## src/rtl/stack_ctrl_if.sv

```systemverilog
// Button/data/status bundle between the board-side driver and the stack controller.
interface stack_ctrl_if #(
    parameter int DEPTH = 4,
    parameter int WIDTH = 4
);
    logic                     push_btn;
    logic                     pop_btn;
    logic [WIDTH-1:0]         din;
    logic [WIDTH-1:0]         top;
    logic [2:0]               count;
    logic                     full;
    logic                     empty;
    logic                     busy;
    logic                     op_done;
    logic                     err_overflow;
    logic                     err_underflow;
    logic [DEPTH*WIDTH-1:0]   stack_flat;

    modport master (
        output push_btn, pop_btn, din,
        input  top, count, full, empty, busy, op_done,
               err_overflow, err_underflow, stack_flat
    );

    modport slave (
        input  push_btn, pop_btn, din,
        output top, count, full, empty, busy, op_done,
               err_overflow, err_underflow, stack_flat
    );
endinterface

```

## src/rtl/stack_ctrl.sv

```systemverilog
// Stack controller: one push/pop per button press, owns storage, count and sticky error flags.
module stack_ctrl #(
    parameter int DEPTH = 4,
    parameter int WIDTH = 4
) (
    input  logic         clk,
    input  logic         resetn,
    stack_ctrl_if.slave  bus
);

    localparam logic [2:0] FULL_COUNT = 3'(DEPTH);

    typedef enum logic [1:0] {
        IDLE,
        PUSH,
        POP,
        WAIT_REL
    } state_t;

    state_t           state;
    state_t           state_next;

    logic [WIDTH-1:0] entries [DEPTH];
    logic [WIDTH-1:0] din_q;
    logic [2:0]       count_q;
    logic             op_done_q;
    logic             err_ov_q;
    logic             err_un_q;

    logic             capture;
    logic             do_push;
    logic             do_pop;
    logic             push_fail;
    logic             pop_fail;

    // NOTE: sequential state uses non-blocking assignments so every register
    // samples pre-edge values, independent of process ordering.
    always_ff @(posedge clk or negedge resetn) begin
        if (!resetn) begin
            state <= IDLE;
        end else begin
            state <= state_next;
        end
    end

    // NOTE: every output of this block gets a default first; a missing
    // assignment on any branch would otherwise infer a latch.
    always_comb begin
        state_next = state;
        capture    = 1'b0;
        do_push    = 1'b0;
        do_pop     = 1'b0;
        push_fail  = 1'b0;
        pop_fail   = 1'b0;

        case (state)
            IDLE: begin
                if (bus.push_btn && !bus.pop_btn) begin
                    state_next = PUSH;
                    capture    = 1'b1;
                end else if (bus.pop_btn && !bus.push_btn) begin
                    state_next = POP;
                end else if (bus.push_btn && bus.pop_btn) begin
                    state_next = WAIT_REL;
                end
            end
            PUSH: begin
                if (count_q < FULL_COUNT) begin
                    do_push = 1'b1;
                end else begin
                    push_fail = 1'b1;
                end
                state_next = WAIT_REL;
            end
            POP: begin
                if (count_q != 3'd0) begin
                    do_pop = 1'b1;
                end else begin
                    pop_fail = 1'b1;
                end
                state_next = WAIT_REL;
            end
            WAIT_REL: begin
                // Hold here until both buttons are released: no auto-repeat.
                if (!bus.push_btn && !bus.pop_btn) begin
                    state_next = IDLE;
                end
            end
            default: state_next = IDLE;
        endcase
    end

    // NOTE: the storage array is reset explicitly because vacant entries must
    // read back as zero and a reset must discard any in-flight write.
    always_ff @(posedge clk or negedge resetn) begin
        if (!resetn) begin
            for (int i = 0; i < DEPTH; i++) begin
                entries[i] <= '0;
            end
            din_q     <= '0;
            count_q   <= 3'd0;
            op_done_q <= 1'b0;
            err_ov_q  <= 1'b0;
            err_un_q  <= 1'b0;
        end else begin
            if (capture) begin
                din_q <= bus.din;
            end

            op_done_q <= do_push | do_pop;

            for (int i = 0; i < DEPTH; i++) begin
                if (do_push && count_q == 3'(i)) begin
                    entries[i] <= din_q;
                end
                if (do_pop && count_q == 3'(i + 1)) begin
                    entries[i] <= '0;
                end
            end

            if (do_push) begin
                count_q <= count_q + 3'd1;
            end else if (do_pop) begin
                count_q <= count_q - 3'd1;
            end

            // A successful operation clears both flags; failures only ever set them.
            if (do_push || do_pop) begin
                err_ov_q <= 1'b0;
                err_un_q <= 1'b0;
            end else begin
                if (push_fail) begin
                    err_ov_q <= 1'b1;
                end
                if (pop_fail) begin
                    err_un_q <= 1'b1;
                end
            end
        end
    end

    always_comb begin
        bus.top = '0;
        for (int i = 0; i < DEPTH; i++) begin
            if (count_q == 3'(i + 1)) begin
                bus.top = entries[i];
            end
        end
    end

    for (genvar g = 0; g < DEPTH; g++) begin : g_flat
        assign bus.stack_flat[g*WIDTH +: WIDTH] = entries[g];
    end

    assign bus.count         = count_q;
    assign bus.full          = (count_q == FULL_COUNT);
    assign bus.empty         = (count_q == 3'd0);
    assign bus.busy          = (state != IDLE);
    assign bus.op_done       = op_done_q;
    assign bus.err_overflow  = err_ov_q;
    assign bus.err_underflow = err_un_q;

endmodule
```

## src/flat_wrapper.sv

```systemverilog
// flat-port wrapper written by rule: the top's interface ports become plain ports
module stack_ctrl_flat 
#(
    parameter int DEPTH = 4,
    parameter int WIDTH = 4
)
  (clk, resetn, bus_push_btn, bus_pop_btn, bus_din, bus_top, bus_count, bus_full, bus_empty, bus_busy, bus_op_done, bus_err_overflow, bus_err_underflow, bus_stack_flat);
  stack_ctrl_if #(.DEPTH(DEPTH), .WIDTH(WIDTH)) bus_i ();
  input  logic clk;
  input  logic resetn;
  input wire logic [$bits(bus_i.push_btn)-1:0] bus_push_btn;
  input wire logic [$bits(bus_i.pop_btn)-1:0] bus_pop_btn;
  input wire logic [$bits(bus_i.din)-1:0] bus_din;
  output wire logic [$bits(bus_i.top)-1:0] bus_top;
  output wire logic [$bits(bus_i.count)-1:0] bus_count;
  output wire logic [$bits(bus_i.full)-1:0] bus_full;
  output wire logic [$bits(bus_i.empty)-1:0] bus_empty;
  output wire logic [$bits(bus_i.busy)-1:0] bus_busy;
  output wire logic [$bits(bus_i.op_done)-1:0] bus_op_done;
  output wire logic [$bits(bus_i.err_overflow)-1:0] bus_err_overflow;
  output wire logic [$bits(bus_i.err_underflow)-1:0] bus_err_underflow;
  output wire logic [$bits(bus_i.stack_flat)-1:0] bus_stack_flat;
  assign bus_i.push_btn = bus_push_btn;
  assign bus_i.pop_btn = bus_pop_btn;
  assign bus_i.din = bus_din;
  assign bus_top = bus_i.top;
  assign bus_count = bus_i.count;
  assign bus_full = bus_i.full;
  assign bus_empty = bus_i.empty;
  assign bus_busy = bus_i.busy;
  assign bus_op_done = bus_i.op_done;
  assign bus_err_overflow = bus_i.err_overflow;
  assign bus_err_underflow = bus_i.err_underflow;
  assign bus_stack_flat = bus_i.stack_flat;
  stack_ctrl #(.DEPTH(DEPTH), .WIDTH(WIDTH)) u_core (.clk(clk), .resetn(resetn), .bus(bus_i));
endmodule
```

## config.mk

```make
export PLATFORM = sky130hd
export DESIGN_NAME = stack_ctrl_flat
export DESIGN_NICKNAME = d
export VERILOG_FILES = /design/src/rtl/stack_ctrl_if.sv /design/src/rtl/stack_ctrl.sv /design/src/flat_wrapper.sv
export SDC_FILE = /design/constraint.sdc
export NUM_CORES = 1
export LEC_CHECK = 0
export CELL_PAD_IN_SITES_DETAIL_PLACEMENT = 0
export CELL_PAD_IN_SITES_GLOBAL_PLACEMENT = 2
export CORE_ASPECT_RATIO = 0.7
export CORE_MARGIN = 2
export CORE_UTILIZATION = 35
export CTS_BUF_LIST = sky130_fd_sc_hd__clkbuf_2
export DETAILED_ROUTE_END_ITERATION = 6
export PLACE_DENSITY_LB_ADDON = 0.15
export SLEW_MARGIN = 20
export SYNTH_ARGS = -nofsm -noshare
export SYNTH_HDL_FRONTEND = slang
export SYNTH_SLANG_ARGS = --single-unit
```

## constraint.sdc

```tcl
create_clock -name clk -period 3 [get_ports clk]
set_clock_uncertainty 0.1 [all_clocks]
set_input_delay 0.6 -clock clk [delete_from_list [all_inputs] [get_ports clk]]
set_output_delay 0.6 -clock clk [all_outputs]
set_load 0.05 [all_outputs]
```

==> impl_results.md, run 1 <==
* Avg Inst Size Synth at 11.31 sq um
* Synth Area in Simple Gates at 18.14%
* Distinct cells, synth at 32
* Hold_ws at roughly 0.42 ns
* RSZ-0062 raised after global routing: true
* Post-synthesis compound-gate area fraction at between 10 and 15%
* Area Overhead vs Synth at 39.86%
* Die area at a little over 5000 sq um
* GP Congestion at 0.7817
* Fin cells at ~240
* Hold Crit Class: flip-flop to flip-flop
* CP endpoint kind: primary output
* First-pass GRT wire length at slightly above 6000 um
* Initial antenna violation count at 0
* # setup viols final at 0
* PortBufs at 36
* Minimum clock period at just under 3 ns
* Post-DP HPWL at roughly 2800 um
* Top Ports at 37
* Root buf cell: clkbuf_2
* Chip width at around 84 um
* Antenna-violating nets left at 0
* Clk buf depth at 2
* Worst Setup Slack, final at 0.1119 ns
* Vias per cell at roughly 5
* Setup crit start kind: flip-flop
* Routed vias at between 1k and 1.5k
* Post-Synth XOR/XNOR Area at less than 1%
* Crit path max fanout at 5
* GRT Total Usage at 15.68%
* Top-area cell type share of the netlist area at ~45%
* Most frequent cells in the layout: 30 x clkdlybuf4s50_1, 27 x dfrtp_1, 23 x nor2_1
* Critical path type: flip-flop to primary output
* Sequential fraction of the synthesis area at between 40% and 50%
* Chip height at between 60 and 70 um
* Slowest-stage cell, CP: dfrtp_2
* Worst-path clk slew at ~0.28 ns
* Yosys reg bits at 28
* Max-slew violations at 0
* Largest net degree at the start of global routing at 29
* Outcome: complete, no violations
* Tcrit/Tclk final at about 96%
* Synth area leaders: dfrtp_1 45%, mux2i_1 10%, ha_1 8.0%
* Commonest non-fill, non-tap cell in the layout: clkdlybuf4s50_1
* Hold Fails Final Rpt at 0
* Total length of routed wires at about 3800 um
* Number of buffers created by CTS at 3
* Data required, critical path at approximately 2.3 ns
* Clock sinks at 28
* Hold-fix buffers, CTS at 0
* Area leader, netlist: dfrtp_1
* Synth Area in Adders at a little under 8%
* Max-cap violation count at 0
* Synth warn at 0
* Diodes inserted at 0
* Layout cells sized above 1 at a little under a quarter
* Sum of buffers and inverters on the critical path at 1
* Dpl ws at about 0.29 ns
* Post-synth ARST share at 100.0%
* Placeable Area at ~4300 sq um
* Initial drt markers at 70
* Cell Count Post-Placement at approximately 230
* Ys flop type: dfrtp_1
* Main combinational cell family by area after synthesis: simple AND/OR/NAND/NOR gates
* Synthesized netlist cell count at 139
* DR DRC count at 0
* Post-layout util at between 50% and 60%
* Vias in the first global route at between 1k and 1.5k
* Num rows at 20
* Drt first pass iters at 4
* Crit-path cells: ha_2 -> ha_4 -> nor4b_4 -> a22oi_2 -> a31oi_2 -> buf_12
* Area of the mapped netlist at roughly 1600 sq um
* Wire length per cell at ~16 um
* Number of H-tree levels at 1
* Post-synth EDFFs at 0
* Cell family with most CP delay: flip-flops
* Critical Path AT at approximately 2.2 ns
* Syn_nets at between 150 and 200
* Slew @ Worst Pin at 0.6251 ns
* Worst-Skew Late Latency at approximately 0.37 ns
* Slowest stage delay, CP at roughly 0.50 ns
* Mux cell area share after synthesis at 13.05%
* Initial Utilization at a little over a third
* Total grt overflow at 0
* F_max at ~350 MHz
* CTS tree: built
* Nets at 203
* Slew margin rel. at 58.33%
-- cells in the mapped netlist, types with 2 or more instances --
library cell / instances
buf_6: 2
a31oi_1: 4
a22oi_1: 3
nand3b_4: 3
dfrtp_1: 28
nand2b_1: 2
inv_1: 10
o21ai_0: 2
a2bb2oi_1: 2
ha_1: 10
nor2_1: 23
o21a_1: 3
nor2b_1: 3
buf_4: 2
nor3b_1: 2
mux2i_1: 16
nand3_1: 4
o221ai_1: 2
mux2_2: 4
a21oi_1: 2
-- registers in the layout, summed over array words and instances, names as in the netlist --
signal                    cells
u_core.bus.stack_flat        16
u_core.bus.err_underflow      1
u_core.state                  2
u_core.bus.err_overflow       1
u_core.bus.op_done            1
u_core.din_q                  4
u_core.bus.count              3
-- path summary, 6_finish.rpt --
kind                                         start                        to  slack [ns]  cells past startpoint
max in group asynchronous                   resetn       u_core.bus.count[1]        2.05                      2
setup reg to reg                   u_core.state[0]  u_core.bus.stack_flat[0]        0.96                      5
min in group asynchronous                   resetn           u_core.state[0]        0.45                      2
hold / removal             u_core.bus.err_overflow   u_core.bus.err_overflow        0.42                      1
setup / recovery               u_core.bus.count[1]                bus_top[0]        0.11                      6
hold reg to reg            u_core.bus.err_overflow   u_core.bus.err_overflow        0.42                      1
-- per-layer routing --
metal	vias to the layer above	track usage (%)	routed length, um
li1	580	-	-
met4	0	2.074	16
met1	592	23.19	1916
met3	2	4.144	220
met2	28	23.58	1630
met5	-	0	0
-- repair_timing --
item	CTS	global route
endpoints found under the setup margin	4	5
gates resized for setup	3	8
endpoints found under the hold margin	0	0
buffers inserted	2	4
pin swaps	0	3
-- per-stage QoR --
step | TNS [ns] | instance area [sq um]
3_3_place_gp | 0 | 2064
6_report | 0 | 2200
3_5_place_dp | 0 | 2064
4_1_cts | 0 | 2138
2_1_floorplan | -0.02431 | 1613
5_1_grt | -0.01082 | 2200
-- cell type report --
type                            count  area, sq um
Clock buffer                        3        15.01
Clock inverter                      1        30.03
Fill cell                         400         2130
Inverter                           10        37.54
Multi-Input combinational cell     97        878.3
Sequential cell                    28        701.9
Tap cell                           55        68.82
Timing Repair Buffer               45        467.9
-- worst reg2reg max path, delay by kind of cell (launching register included) --
family        cells  cell delay [ns]
flops             1             0.46
fa+ha+maj         1             0.42
buf+inv           1             0.14
simple gates      3             0.83
-- cells by family (layout without fill, tap and decap cells) --
group,count (synthesis),count (layout)
buffers and inverters,14,59
AND/OR/NAND/NOR,44,44
AO/OA/AOI/OAI,22,22
XOR/XNOR,1,1
adder cells (fa/ha/maj),10,10
multiplexers,20,20
flip-flops,28,28
Power of run 1 is not shown: default switching activity piles up to over one toggle a cycle in this logic, so the estimate is an artifact.
==> inputs of run 2 (changes only) <==
- CTS_CLUSTER_SIZE: unset -> 28
==> results of run 2 <==
The final DEF is identical to that of run 1; final timing and power are the same.
Power of run 2 is left out for the same reason.
==> inputs of run 3 (changes only) <==
- clock period: 3 -> 3.7 ns (I/O delays scaled with it)
==> run 3 against run 2 <==
- clock-buffer cell count is the same
- final cell count decreased by 3.3%
- wire length decreased by 2.0%
- sequential cell count unchanged
- register-to-register slack better by 0.73 ns
- global-route usage decreased by 0.27 points
- worst setup slack improved by 0.22 ns
- non-clock buffer count decreased by 8
- die area did not move
- worst hold slack better by 0.0046 ns
- critical path depth fell by 1
- critical endpoint is now bus_full
==> impl_results.md, run 3 (synthesized netlist as in run 1, its figures left out) <==
* Routed vias at 1190 (-1.0%)
* Slew @ Worst Pin at 0.6616 ns (+0.03646 ns)
* First-pass GRT wire length at 6016 um (-2.4%)
* Num rows at 20 (unchanged)
* Postcts setup bufs at 0 (-2)
* Number of H-tree levels at 1 (unchanged)
* Minimum clock period at 3.369 ns
* Post-DP HPWL at 2802 um (+1.3%)
* Tcrit/Tclk final at between 90% and 100%
* FF-to-FF Start: u_core.bus.count[0]
* Critical path type: flip-flop to primary output
* F_max at 296.9 MHz
* DR DRC count at 0 (unchanged)
* Most frequent cells in the layout: 32 x clkdlybuf4s50_1, 27 x dfrtp_1, 23 x nor2_1
* Nets at 195 (-3.9%)
* Outcome: complete, no violations
* GP Congestion at 0.7500 (-4.1%)
* HP Start: u_core.bus.err_overflow
* Diodes inserted at 0 (unchanged)
* Top Ports at 37 (unchanged)
* Commonest non-fill, non-tap cell in the layout: clkdlybuf4s50_1
* Max-slew violations at 0 (unchanged)
* Wire length per cell at 16.05 um (+1.4%)
* Chip width at 84.12 um (unchanged)
* GRT Total Usage at 15.41% (-0.27 points)
* Clk buf depth at 2 (unchanged)
* Slew margin rel. at 55.90% (-2.4 points)
* Worst-path clk slew at 0.30 ns (+0.02 ns)
* Number of buffers created by CTS at 3 (unchanged)
* Hold Crit Class: flip-flop to flip-flop
* Largest net degree at the start of global routing at 29 (unchanged)
* Worst-Skew Late Latency at 0.39 ns (+0.02 ns)
* Max reg flops at 16 (unchanged)
* Root buf cell: clkbuf_2
* Initial Utilization at 36.33% (unchanged)
* Max-cap violation count at 0 (unchanged)
* Area Overhead vs Synth at 27.69%
* Clock sinks at 28 (unchanged)
* Vias per cell at 5.152 (+2.4%)
* Setup crit start kind: flip-flop
* Filler cells at 418 (+4.5%)
* Layout cells sized above 1 at 12.50% (-11 points)
* Antenna-violating nets left at 0 (unchanged)
* Crit path max fanout at 9 (+4)
* Multi-input logic area at 797.0 sq um (-9.3%)
* Data required, critical path at 2.86 ns (+0.56 ns)
* Chip height at 60.09 um (unchanged)
* Vias in the first global route at 1160 (+0.43%)
* Critical Path AT at 2.53 ns (+0.34 ns)
* Die area at 5054 sq um (unchanged)
* Total length of routed wires at 3708 um (-2.0%)
* Initial antenna violation count at 0 (unchanged)
* # setup viols final at 0 (unchanged)
* Total grt overflow at 0 (unchanged)
* Placeable Area at 4329 sq um (unchanged)
* RSZ-0062 raised after global routing: false
* PortBufs at 36 (unchanged)
* Setup TNS at 0 ns (unchanged)
* CTS tree: built
* CP endpoint kind: primary output
* Drt first pass iters at 4 (unchanged)
* Hold Fails Final Rpt at 0 (unchanged)
* Initial drt markers at 86 (+23%)
* Sequential standard cell area at 701.9 sq um (unchanged)
* Crit path launch: u_core.bus.count[0]
## run 3: changes by cell type in the layout (fill, tap and decap cells not counted), moves of 2 or more
cell,change
ha_1,+3
buf_12,-4
ha_2,-2
buf_4,-5
a22oi_1,+3
a31oi_1,+3
a22oi_2,-3
a31oi_4,-2
clkdlybuf4s50_1,+2
## run 3: what timing repair did
| action | 4_1_cts | 5_1_grt |
|---|---|---|
| setup endpoints to repair | 0 | 3 |
| endpoints found under the hold margin | 0 | 0 |
| resized for setup | 0 | 1 |
| hold buffers | 0 | 0 |
## run 3: cell type report
cell class,count,share of cell area (%)
Tap cell,55,3.427
Clock inverter,1,1.495
Multi-Input combinational cell,97,39.69
Inverter,10,1.869
Clock buffer,3,0.7477
Timing Repair Buffer,37,17.82
Sequential cell,28,34.95
## run 3: final timing paths
path / slack, ns / end / cells after the start
setup / recovery: 0.33 / bus_full / 5
hold / removal: 0.43 / u_core.bus.err_overflow / 1
setup reg to reg: 1.69 / u_core.bus.stack_flat[0] / 5
hold reg to reg: 0.43 / u_core.bus.err_overflow / 1
max in group asynchronous: 2.62 / u_core.bus.count[2] / 2
min in group asynchronous: 0.57 / u_core.bus.stack_flat[10] / 2
## run 3: metrics by stage
stage               util, %  setup WS [ns]  area (sq um)  hold slack, ns  instances
CTS                   46.36         0.2162          2007          0.4357        231
global route          46.39         0.1786          2008          0.4592        231
floorplan                 -         0.2913          1573          0.3444        139
finish                46.39         0.3314          2008          0.4288        231
global placement      45.32         0.8030          1962          0.3615        227
detailed placement    45.32         0.7035          1962          0.3792        227
## run 3: per-layer routing
metal | track usage (%) | up-vias | part of all wire (%)
li1 | - | 564 | -
met1 | 22.70 | 594 | 51
met2 | 23.24 | 30 | 44
met3 | 3.729 | 2 | 4.6
met4 | 2.765 | 0 | 0.43
met5 | 0 | - | 0
## run 3: critical path: stages, from the launching register on
cell and delay [ns]:
dfrtp_1 0.52, inv_1 0.15, ha_1 0.33, nand2_1 0.24, inv_1 0.10, clkdlybuf4s50_1 0.80
Power of run 3 is left out for the same reason.
